File: config.mk
export PLATFORM = sky130hd
export DESIGN_NAME = uart_rx
export DESIGN_NICKNAME = d
export VERILOG_FILES = /design/src/rtl/uart_rx.sv
export SDC_FILE = /design/constraint.sdc
export NUM_CORES = 1
export LEC_CHECK = 0
export ABC_AREA = 1
export CAP_MARGIN = 5
export CORE_AREA = 2 2 95 97
export CTS_CLUSTER_DIAMETER = 100
export DETAILED_ROUTE_END_ITERATION = 12
export DIE_AREA = 0 0 97 99
export PLACE_DENSITY = 0.5
export SYNTH_ARGS = -nofsm -noshare
export SYNTH_HDL_FRONTEND = slang
export SYNTH_SLANG_ARGS = --single-unit
File: constraint.sdc
create_clock -name clk -period 1.85 [get_ports clk]
set_input_delay 0.4625 -clock clk [delete_from_list [all_inputs] [get_ports clk]]
set_output_delay 0.4625 -clock clk [all_outputs]
set_load 0.02 [all_outputs]
File: src/rtl/uart_rx.sv
// UART receiver: 2-flop synchronized line, P-times oversampled bit timing (P = 8/16/32), optional parity.
// Optional feature macro: UART_RX_MAJORITY_VOTE_EN (bit value = majority of three mid-bit samples).
module uart_rx #(
  parameter int Data_Width = 8
) (
  input  logic                  clk,
  input  logic                  rst,
  input  logic                  rx_in,
  input  logic [5:0]            prescale,
  input  logic                  par_en,
  input  logic                  par_typ,
  output logic [Data_Width-1:0] p_data,
  output logic                  data_valid,
  output logic                  par_err,
  output logic                  stop_err
);
  localparam int BitW = $clog2(Data_Width + 1);

  typedef enum logic [2:0] {IDLE, START, DATA, PARITY, STOP} state_e;

  state_e                state_q, state_d;
  logic [5:0]            cnt_q, cnt_d, p_q, p_d;
  logic [BitW-1:0]       bit_q, bit_d;
  logic                  pe_q, pe_d, pt_q, pt_d;
  logic [Data_Width-1:0] sh_q, sh_d, pdata_q, pdata_d;
  logic                  par_rx_q, par_rx_d, stop_q, stop_d;
  logic                  dv_q, dv_d, perr_q, perr_d, serr_q, serr_d;
  logic                  arm_q, arm_d;
  logic                  sync1_q, rx_s_q, smp_b_q;
  logic [1:0]            vld_q;
  logic [5:0]            half;
  logic                  end_bit, at_dec, bit_val;

  assign half    = p_q >> 1;
  assign end_bit = (cnt_q == p_q - 6'd1);
  // Bit decisions are taken one count after mid-bit so both sampling modes share the same timing.
  assign at_dec  = (cnt_q == half + 6'd1);

  always_ff @(posedge clk or negedge rst) begin
    if (!rst) begin
      sync1_q <= 1'b1;
      rx_s_q  <= 1'b1;
      vld_q   <= '0;
      smp_b_q <= 1'b1;
    end else begin
      sync1_q <= rx_in;
      rx_s_q  <= sync1_q;
      vld_q   <= {vld_q[0], 1'b1};
      if (cnt_q == half) smp_b_q <= rx_s_q;
    end
  end

`ifdef UART_RX_MAJORITY_VOTE_EN
  logic smp_a_q;

  always_ff @(posedge clk or negedge rst) begin
    if (!rst)                      smp_a_q <= 1'b1;
    else if (cnt_q == half - 6'd1) smp_a_q <= rx_s_q;
  end

  assign bit_val = (smp_a_q & smp_b_q) | (smp_a_q & rx_s_q) | (smp_b_q & rx_s_q);
`else
  assign bit_val = smp_b_q;
`endif

  always_comb begin
    state_d  = state_q;
    cnt_d    = cnt_q + 6'd1;
    bit_d    = bit_q;
    p_d      = p_q;
    pe_d     = pe_q;
    pt_d     = pt_q;
    sh_d     = sh_q;
    par_rx_d = par_rx_q;
    stop_d   = stop_q;
    pdata_d  = pdata_q;
    dv_d     = 1'b0;
    perr_d   = 1'b0;
    serr_d   = 1'b0;
    // Start detection stays disarmed until the synchronizer has shown a real idle-high line.
    arm_d    = arm_q | (vld_q[1] & rx_s_q);
    unique case (state_q)
      IDLE: begin
        cnt_d = '0;
        bit_d = '0;
        if (arm_q && !rx_s_q) begin
          state_d = START;
          p_d     = (prescale == 6'd8 || prescale == 6'd16 || prescale == 6'd32) ? prescale : 6'd8;
          pe_d    = par_en;
          pt_d    = par_typ;
        end
      end
      START: begin
        if (at_dec && bit_val) begin
          state_d = IDLE;
          cnt_d   = '0;
        end else if (end_bit) begin
          state_d = DATA;
          cnt_d   = '0;
        end
      end
      DATA: begin
        if (at_dec) begin
          sh_d  = {bit_val, sh_q[Data_Width-1:1]};
          bit_d = bit_q + BitW'(1);
        end
        if (end_bit) begin
          cnt_d = '0;
          if (bit_q == BitW'(Data_Width)) state_d = pe_q ? PARITY : STOP;
        end
      end
      PARITY: begin
        if (at_dec) par_rx_d = bit_val;
        if (end_bit) begin
          cnt_d   = '0;
          state_d = STOP;
        end
      end
      STOP: begin
        if (at_dec) stop_d = bit_val;
        if (end_bit) begin
          cnt_d   = '0;
          state_d = IDLE;
          perr_d  = pe_q & (par_rx_q != ((^sh_q) ^ pt_q));
          serr_d  = ~stop_q;
          dv_d    = ~(perr_d | serr_d);
          if (dv_d) pdata_d = sh_q;
        end
      end
      default: state_d = IDLE;
    endcase
  end

  always_ff @(posedge clk or negedge rst) begin
    if (!rst) begin
      state_q  <= IDLE;
      cnt_q    <= '0;
      bit_q    <= '0;
      p_q      <= 6'd8;
      pe_q     <= 1'b0;
      pt_q     <= 1'b0;
      sh_q     <= '0;
      par_rx_q <= 1'b0;
      stop_q   <= 1'b0;
      pdata_q  <= '0;
      dv_q     <= 1'b0;
      perr_q   <= 1'b0;
      serr_q   <= 1'b0;
      arm_q    <= 1'b0;
    end else begin
      state_q  <= state_d;
      cnt_q    <= cnt_d;
      bit_q    <= bit_d;
      p_q      <= p_d;
      pe_q     <= pe_d;
      pt_q     <= pt_d;
      sh_q     <= sh_d;
      par_rx_q <= par_rx_d;
      stop_q   <= stop_d;
      pdata_q  <= pdata_d;
      dv_q     <= dv_d;
      perr_q   <= perr_d;
      serr_q   <= serr_d;
      arm_q    <= arm_d;
    end
  end

  assign p_data     = pdata_q;
  assign data_valid = dv_q;
  assign par_err    = perr_q;
  assign stop_err   = serr_q;
endmodule

==> out/qor.txt, run 1 <==
Synth area leader -> dfrtp_1
Hold Crit Class -> input port to asynchronous set/reset pin
Core Box Area -> 8550 µm²
Seq pwr share -> 0.382
Combinational power share -> 0.350
GP Congestion -> 0.831
Die W -> 97 µm
Vias in the first global route -> 1914
Synth Register Bits -> 48
Worst vdd ir -> 572 µV
Die area -> 9600 µm²
Clock power frac -> 0.268
Sequential fraction of the synthesis area -> 0.481
Hold Violations, Final -> 0
Area grow syn2layout -> 35.1%
Routed len/inst -> 11.7 µm
CTS buffer count -> 5
Switching Share -> 0.367
Number of vias per cell -> 4.38
Async SR Flop Fraction -> 1.00
Syn avg cell area -> 8.31 µm²
Filler cell count in the final layout -> 850
Setup crit start kind -> flip-flop
Clock latency at the later pin of the worst-skew pair -> 310 ps
Final Net Count -> 372
Reg-to-reg startpoint -> p_q[1]
Mapped Cells -> 302
Layout cell share with drive strength beyond 1 -> 0.244
Initial antenna violation count -> 0
Skew final -> 11.2 ps
WP data arrival -> 2090 ps
Register area -> 1210 µm²
Area of the multi-input gates -> 1320 µm²
Met1 wire length -> 2.72 mm
Clock Tree Buf Depth -> 2
Crit. Startpoint -> p_q[1]
Lkg Pwr -> 1.59 nW
Final Critical Period -> 1840 ps
Post-synth top cells -> nand2_1 (78), dfrtp_1 (44), inv_1 (39)
Setup TNS -> 0 ps
Final setup viols -> 0
TritonCTS clock tree -> built
H-tree depth -> 2
Total I/O pin count -> 22
Pint -> 0.00219 W
Antenna cells -> 0
Maximum achievable frequency -> 544 MHz
Synth area leaders -> dfrtp_1 (44%), nand2_1 (12%), inv_1 (5.8%)
Final Cycle Share -> 0.993
DRT iter0 DRCs -> 89
Initial Utilization -> 0.293
Syn nets -> 319
Area after DPL -> 2990 µm²
Critical path type -> flip-flop to flip-flop
Req. time, crit path -> 2110 ps
DRT antenna net count -> 0
Global-route wire length before repair -> 9.14 mm
Ys Warns -> 0
Grt ovf -> 0
CTS root buffer -> clkbuf_8
Worst Path Max Fanout -> 5
Post-Route WL -> 5.41 mm
Post-Syn Area -> 2510 µm²
CTS Hold Buffers Added -> 0
First drt pass iteration count -> 4
CTS sink count -> 48
HPWL reported at the end of detailed placement -> 3.96 mm
Pwr dens -> 1020 nW/µm²
Number of enable-type register cells in the synthesized netlist -> 0
RSZ-0062 raised after global routing -> true
Max layer used -> met4
Port-buffer cells -> 21
Die Span Y -> 99 µm
P_sw -> 0.00127 W
Design area -> 3390 µm²
Row count -> 34
Crit end category -> flip-flop
Top-area cell type share of the netlist area -> 0.439
Met3 wire length -> 171 µm
Max-slew violations -> 0
Prevailing post-synth register cell -> dfrtp_1
Met2 WL -> 2.43 mm
Count leader, synth -> nand2_1
Max Cap Violations -> 0
Maximum number of pins on one net before global-route repair -> 49
Netlist cell types -> 34
Status -> complete, no violations
DRC Markers -> 0
Vias -> 2033
Clk pin slew, worst setup/hold paths -> 100 ps
Gr usage total -> 0.117
critical path, stage by stage (launching register included):
cell and delay (ps):
dfrtp_1 400, inv_2 120, ha_4 140, inv_2 40
nor2_4 110, nand3_4 100, xnor2_4 210, nand4_4 140
nor2_4 210, buf_6 150, nand3_1 80, nand2_1 70
flip-flops by register name, summed over array words and instances, names as in the netlist, 2 cells and up:
register and cells:
p_data 8, cnt_q 6, p_q 6, sh_q 8
bit_q 4, vld_q 2, state_q 3
final timing paths:
kind                       cells after the start   endpoint  slack (ps)
max                                           11  p_data[0]          10
max in group asynchronous                      2     rx_s_q        1450
min                                            2   cnt_q[1]         120
min reg2reg                                    0   vld_q[1]         350
max reg2reg                                   11  p_data[0]          10
min in group clk                               0   vld_q[1]         350
power groups by stage:
stage | clock network (W) | registers [W] | logic (W)
floorplan | 0 | 0.00128 | 0.000722
global placement | 0 | 0.00134 | 0.000995
detailed placement | 0 | 0.00134 | 0.00100
CTS | 0.000951 | 0.00131 | 0.00103
global route | 0.000999 | 0.00134 | 0.00135
finish | 0.000925 | 0.00132 | 0.00121
metrics by stage:
step                setup slack [ps]  hold WS [ps]  power [W]   util  instances
floorplan                       41.7           167    0.00201      -        302
global placement               -34.5           334    0.00233  0.350        447
detailed placement             -54.7           336    0.00234  0.350        447
CTS                             4.35           129    0.00329  0.369        456
global route                    -131           134    0.00369  0.396        464
finish                          12.4           117    0.00345  0.396        464
cell type report:
cell class	instances	share of cell area
multi-input combinational	211	0.389
sequential	48	0.356
timing repair buffer	48	0.128
inverter	41	0.0461
tap	108	0.0399
clock buffer	5	0.0203
clock inverter	3	0.0203
repair_timing:
| action | in CTS | in global routing |
|---|---|---|
| endpoints found under the setup margin | 10 | 31 |
| setup buffers | 1 | 6 |
| cloned | 0 | 2 |
| pin swaps | 4 | 20 |
| gates resized for setup | 5 | 47 |
layout by cell type, fill, tap and decap left out, types with 5 or more instances in the layout:
cell / synthesis / layout
nand2_1: 78 / 70
dfrtp_1: 44 / 44
inv_1: 39 / 35
buf_4: 1 / 22
nand3_1: 28 / 20
clkdlybuf4s50_1: 0 / 20
nor2_1: 20 / 17
a21oi_1: 12 / 12
nand3_2: 4 / 10
o21ai_1: 2 / 9
nand2_2: 1 / 9
xnor2_1: 11 / 9
o21ai_0: 17 / 9
xor2_1: 9 / 7
nor2_4: 3 / 5
inv_2: 1 / 5
clkbuf_8: 0 / 5
layer usage:
metal	GRT usage	vias to the layer above
met5	0	-
li1	-	1058
met4	0.0423	0
met2	0.178	30
met3	0.0227	7
met1	0.165	938
logic make-up after synthesis:
group | Yosys count | synth area share
AO/OA/AOI/OAI | 36 | 0.0758
XOR/XNOR | 20 | 0.0698
adder cells (fa/ha/maj) | 6 | 0.0299
buffers and inverters | 45 | 0.0708
flip-flops | 48 | 0.481
multiplexers | 1 | 0.00449
other | 1 | 0.00149
AND/OR/NAND/NOR | 145 | 0.267
Power figures use the tool's default switching activity.
==> run 2, diff against run 1 <==
--- a/config.mk
+++ b/config.mk
@@ -8,6 +8,7 @@
 export ABC_AREA = 1
 export CAP_MARGIN = 5
 export CORE_AREA = 2 2 95 97
+export CTS_BUF_LIST = sky130_fd_sc_hd__clkbuf_16
 export CTS_CLUSTER_DIAMETER = 100
 export DETAILED_ROUTE_END_ITERATION = 12
 export DIE_AREA = 0 0 97 99
==> run 2 against run 1 <==
Net effect:
- clock-buffer cell count stayed put
- clock power grew 29%
- flip-flop and latch count stayed put
- combinational power about the same
- hold slack better by 25 ps
- core utilization increased by 0.10 points
- maximum frequency up 0.69%
- power grew 7.1%
- setup slack improved by 13 ps
- via count down 0.20%
- first-iteration DRC count fell by 2.2%
- highest routed layer unchanged
==> out/qor.txt, run 2 (synthesis gave the netlist of run 1 again) <==
Status -> complete, no violations
DRT iter0 DRCs -> 87 (-2.2%)
Overall power -> 0.00370 W (+7.1%)
Commonest non-fill, non-tap cell in the layout -> nand2_1
WP data arrival -> 2060 ps (-30 ps)
Initial antenna violation count -> 0 (unchanged)
Req. time, crit path -> 2080 ps (-30 ps)
Pwr dens -> 1090 nW/µm² (+6.8%)
Filler cell count in the final layout -> 852 (+0.24%)
Max Cap Violations -> 0 (unchanged)
Maximum achievable frequency -> 548 MHz (+0.69%)
GP Congestion -> 0.831 (unchanged)
Layout cell share with drive strength beyond 1 -> 0.225 (-0.0197)
Combinational power share -> 0.322 (-0.028)
CTS root buffer -> clkbuf_16
Switching Share -> 0.348 (-0.0193)
First drt pass iteration count -> 4 (unchanged)
Final Instance Count excl. Fillers -> 464 (unchanged)
Die W -> 97 µm (unchanged)
Area after DPL -> 2990 µm² (unchanged)
TritonCTS clock tree -> built
DRC Markers -> 0 (unchanged)
Gr usage total -> 0.116 (-0.000903)
Worst vdd ir -> 502 µV (-12%)
Most frequent cells in the layout -> nand2_1 (74), dfrtp_1 (44), inv_1 (35)
Row count -> 34 (unchanged)
RSZ-0062 raised after global routing -> true
Port-buffer cells -> 21 (unchanged)
Clock latency at the later pin of the worst-skew pair -> 290 ps (-20 ps)
Clock Tree Buf Depth -> 2 (unchanged)
Hold slack final -> 141 ps (+24.6 ps)
CTS buffer count -> 5 (unchanged)
Post-Route WL -> 5.43 mm (+0.35%)
Total I/O pin count -> 22 (unchanged)
Critical path type -> flip-flop to flip-flop
Final Net Count -> 372 (unchanged)
Placed cells -> 447 (unchanged)
RR Endpoint -> p_data[2]
Maximum number of pins on one net before global-route repair -> 49 (unchanged)
Worst Path Max Fanout -> 5 (unchanged)
Routed len/inst -> 11.7 µm (+0.35%)
R2R Setup Slk -> 20 ps (about the same)
DRT antenna net count -> 0 (unchanged)
Crit end category -> flip-flop
Hold Crit Class -> input port to asynchronous set/reset pin
Final setup viols -> 0 (unchanged)
HPWL reported at the end of detailed placement -> 3.96 mm (unchanged)
Clock power frac -> 0.322 (+0.054)
Clk pin slew, worst setup/hold paths -> 70 ps (-30 ps)
Setup TNS -> 0 ps (unchanged)
Cells on worst reg2reg path -> 10 (-1)
Final Cycle Share -> 0.987 (-0.00680)
Core Box Area -> 8550 µm² (unchanged)
CTS sink count -> 48 (unchanged)
P_sw -> 0.00129 W (+1.5%)
Die area -> 9600 µm² (unchanged)
Final Critical Period -> 1830 ps (-12.6 ps)
Vias in the first global route -> 1913 (-0.052%)
Die Span Y -> 99 µm (unchanged)
Vias -> 2029 (-0.20%)
Seq pwr share -> 0.357 (-0.025)
Skew final -> 4.08 ps (-7.13 ps)
Design area -> 3400 µm² (+0.26%)
Global-route wire length before repair -> 9.07 mm (-0.68%)
Pint -> 0.00241 W (+10%)
Antenna cells -> 0 (unchanged)
Max-slew violations -> 0 (unchanged)
Grt ovf -> 0 (unchanged)
Number of vias per cell -> 4.37 (-0.20%)
CTS Hold Buffers Added -> 0 (unchanged)
Area grow syn2layout -> 35.5%
H-tree depth -> 2 (unchanged)
Setup crit start kind -> flip-flop
Initial Utilization -> 0.293 (unchanged)
Lkg Pwr -> 1.60 nW (+0.49%)
Reg-to-reg startpoint -> p_q[1]
Hold Violations, Final -> 0 (unchanged)
[run 2: cell count changes in the layout (fill, tap and decap cells not counted), moves of 3 or more]
cell	delta
nand2_1	+4
clkbuf_8	-5
nand2_2	-4
o21ai_0	+3
o21ai_1	-3
clkbuf_16	+5
[run 2: critical path, cell delays in order (launching register included)]
cell     delay, ps
dfrtp_1        390
inv_2          100
ha_1           260
xor2_2         150
nand3_2        100
nor2_4         150
nand4_4        120
nor2_4         210
buf_6          150
nand3_1         60
nand2_1         70
[run 2: power by group through the flow]
stage                     registers, W  logic (W)  clock network [W]
final                          0.00132    0.00119            0.00119
after global routing           0.00134    0.00133            0.00126
after CTS                      0.00132    0.00103            0.00121
after detailed placement       0.00134    0.00100                  0
after global placement         0.00134   0.000995                  0
after floorplan                0.00128   0.000722                  0
[run 2: area by class of cell]
cell class	count	area (µm²)	share of cell area
repair buffers	48	435	0.128
clock buffers	5	125	0.0368
flip-flops and latches	48	1210	0.355
multi-input cells	211	1270	0.374
clock inverters	3	68.8	0.0203
inverters	41	156	0.0460
well taps	108	135	0.0398
[run 2: worst max path at each step]
stage	startpoint	endpoint	slack [ps]	cells past startpoint
2_1_floorplan	p_q[2]	p_data[0]	40	11
3_3_place_gp	p_q[1]	p_data[0]	-30	11
3_5_place_dp	p_q[1]	p_data[0]	-50	11
4_1_cts	p_q[0]	p_data[0]	2	10
5_1_grt	p_q[2]	p_data[1]	-120	11
6_report	p_q[1]	p_data[2]	20	10
[run 2: what timing repair did]
action	CTS	global route
gates resized for setup	5	35
pin swaps	3	18
setup endpoints to repair	10	31
setup buffers	1	6
cloned	0	2
[run 2: through the flow]
stage                     setup WS, ps  utilization
after detailed placement         -54.7        0.350
final                             25.0        0.397
after CTS                         2.07        0.375
after global placement           -34.5        0.350
after floorplan                   41.7            -
after global routing              -122        0.397
[run 2: metal layers]
layer	wire length, µm	vias up	global-route usage
li1	-	1062	-
met1	2750	929	0.164
met2	2390	33	0.177
met3	204	5	0.0227
met4	87	0	0.0423
met5	0	-	0
==> run 3, diff against run 2 <==
==> constraint.sdc (replaced) <==
create_clock -name clk -period 1.85 [get_ports clk]
set_input_delay 0.37 -clock clk [delete_from_list [all_inputs] [get_ports clk]]
set_output_delay 0.37 -clock clk [all_outputs]
set_load 0.02 [all_outputs]
==> run 3 against run 2 <==
Net effect:
- power shrank 0.60%
- clock skew grew 5.0 ps
- setup slack lost 27 ps
- the flow now finishes with violations (setup timing)
- combinational power grew 9%
- global-route usage shrank 0.065 points
- largest power group unchanged
- design area grew 0.55%
==> out/qor.txt, run 3 (synthesis gave the netlist of run 1 again) <==
Crit path largest cell delay -> 390 ps (about the same)
Crit-path cells -> buf_4, ha_1, nand3_2, inv_1, nand2_1, nand2_1, nor2_4, nand3_2, nand2_2, nand2_2, nand2_4, buf_12, a21oi_4
Die Span Y -> 99 µm (unchanged)
Cell family with most CP delay -> simple AND/OR/NAND/NOR gates
DRC Markers -> 0 (unchanged)
Post-route core utilization -> 0.400 (+0.00220)
Final WS setup -> -1.91 ps (-26.9 ps)
Clock Tree Buf Depth -> 2 (unchanged)
H-tree depth -> 2 (unchanged)
DRT antenna net count -> 0 (unchanged)
DRT iter0 DRCs -> 73 (-16%)
Met1 wire length -> 2.60 mm (-5.2%)
Clock power frac -> 0.285 (-0.037)
Met2 WL -> 2.50 mm (+4.8%)
Max Cap Violations -> 0 (unchanged)
CP bufs+invs -> 3 (+1)
HPWL reported at the end of detailed placement -> 3.86 mm (-2.5%)
Routed len/inst -> 11.9 µm (+1.7%)
Skew final -> 9.04 ps (+4.96 ps)
Critical path type -> flip-flop to flip-flop
Pwr dens -> 1080 nW/µm² (-1.1%)
Setup TNS -> -1.91 ps (-1.91 ps)
Hold Crit Class -> input port to asynchronous set/reset pin
P_sw -> 0.00133 W (+3.2%)
Final Cycle Share -> 1.00 (+0.0145)
Maximum achievable frequency -> 540 MHz (-1.5%)
Req. time, crit path -> 2010 ps (-70 ps)
Pint -> 0.00235 W (-2.7%)
GP Congestion -> 0.809 (-2.7%)
Switching Share -> 0.361 (+0.0134)
WP data arrival -> 2010 ps (-50 ps)
Grt ovf -> 0 (unchanged)
Max layer used -> met4
Seq pwr share -> 0.363 (+0.006)
CTS root buffer -> clkbuf_16
Vias -> 2065 (+1.8%)
Area grow syn2layout -> 36.2%
Final Instance Count excl. Fillers -> 457 (-1.5%)
Final Net Count -> 365 (-1.9%)
Hold slack final -> 52.7 ps (-88.7 ps)
CTS buffer count -> 5 (unchanged)
Layout cell share with drive strength beyond 1 -> 0.264 (+0.0389)
Total I/O pin count -> 22 (unchanged)
Initial antenna violation count -> 0 (unchanged)
Vias in the first global route -> 1963 (+2.6%)
Die area -> 9600 µm² (unchanged)
Final Critical Period -> 1850 ps (+26.9 ps)
Hold Violations, Final -> 0 (unchanged)
Final setup viols -> 1 (+1)
Core Box Area -> 8550 µm² (unchanged)
TritonCTS clock tree -> built
Number of vias per cell -> 4.52 (+3.3%)
Slowest cell on crit path -> dfrtp_1
Antenna cells -> 0 (unchanged)
Commonest non-fill, non-tap cell in the layout -> nand2_1
Worst vdd ir -> 465 µV (-7.5%)
Crit end category -> flip-flop
Clock latency at the later pin of the worst-skew pair -> 290 ps (about the same)
Crit. Startpoint -> p_q[1]
Gr usage total -> 0.115 (-0.000654)
Placed cells -> 447 (unchanged)
Die W -> 97 µm (unchanged)
Combinational power share -> 0.353 (+0.031)
Failing checks -> setup timing
Clk pin slew, worst setup/hold paths -> 70 ps (about the same)
Worst slack, placed -> -3.51 ps (+51.2 ps)
RSZ-0062 raised after global routing -> true
Lkg Pwr -> 1.59 nW (-0.58%)
CTS sink count -> 48 (unchanged)
Global-route wire length before repair -> 9.03 mm (-0.45%)
Most frequent cells in the layout -> nand2_1 (65), dfrtp_1 (44), inv_1 (37)
Row count -> 34 (unchanged)
Maximum number of pins on one net before global-route repair -> 49 (unchanged)
Setup crit start kind -> flip-flop
First drt pass iteration count -> 4 (unchanged)
Status -> complete, but fails checks
Max-slew violations -> 0 (unchanged)
Reg-to-reg startpoint -> p_q[1]
Initial Utilization -> 0.293 (unchanged)
Post-Route WL -> 5.43 mm (+0.13%)
Met3 wire length -> 255 µm (+25%)
Worst Path Max Fanout -> 6 (+1)
Port-buffer cells -> 21 (unchanged)
==> run 3: cell count changes in the layout (fill, tap and decap cells not counted), moves of 2 or more <==
cell / change
a21oi_1: -5
o21ai_2: +6
buf_4: -8
a21oi_2: +4
xnor2_2: +2
nand2_2: +8
inv_1: +2
nand2_1: -9
o21ai_0: -7
inv_2: -2
==> run 3: final timing paths <==
kind,slack (ps),cells after the start,to
worst max-delay path,-2,13,cnt_q[5]
worst min-delay path,50,2,cnt_q[3]
worst max register to register,-2,13,cnt_q[5]
min in group clk,360,0,rx_s_q
worst min register to register,360,0,rx_s_q
max in group asynchronous,1500,2,bit_val
==> run 3: metal layers <==
metal  track usage  vias up
met5             0        -
met4        0.0368        0
li1              -     1053
met3        0.0255        6
met1         0.155      969
met2         0.185       37
==> run 3: cell type report <==
type	instances	area, µm²
fill	840	5130
multi-input combinational	210	1340
sequential	48	1210
timing repair buffer	42	410
inverter	41	156
tap	108	135
clock buffer	5	125
clock inverter	3	46.3
==> run 3: repair_timing <==
item	CTS	global route
pin swaps	0	17
cloned	0	2
hold buffers	0	0
buffers inserted	0	0
hold endpoints to repair	0	0
gates resized for setup	1	70
setup endpoints to repair	6	31
==> run 3: metrics by stage <==
step	area [µm²]	total power [W]
floorplan	2510	0.00201
global route	3420	0.00391
CTS	3180	0.00352
finish	3420	0.00368
detailed placement	3000	0.00243
global placement	3000	0.00242
==> run 3: power by group through the flow <==
| stage | Clock [W] | Combinational [W] | Sequential (W) |
|---|---|---|---|
| floorplan | 0 | 0.000722 | 0.00128 |
| global placement | 0 | 0.00108 | 0.00135 |
| detailed placement | 0 | 0.00109 | 0.00135 |
| CTS | 0.00109 | 0.00111 | 0.00133 |
| global route | 0.00112 | 0.00144 | 0.00135 |
| finish | 0.00105 | 0.00130 | 0.00133 |
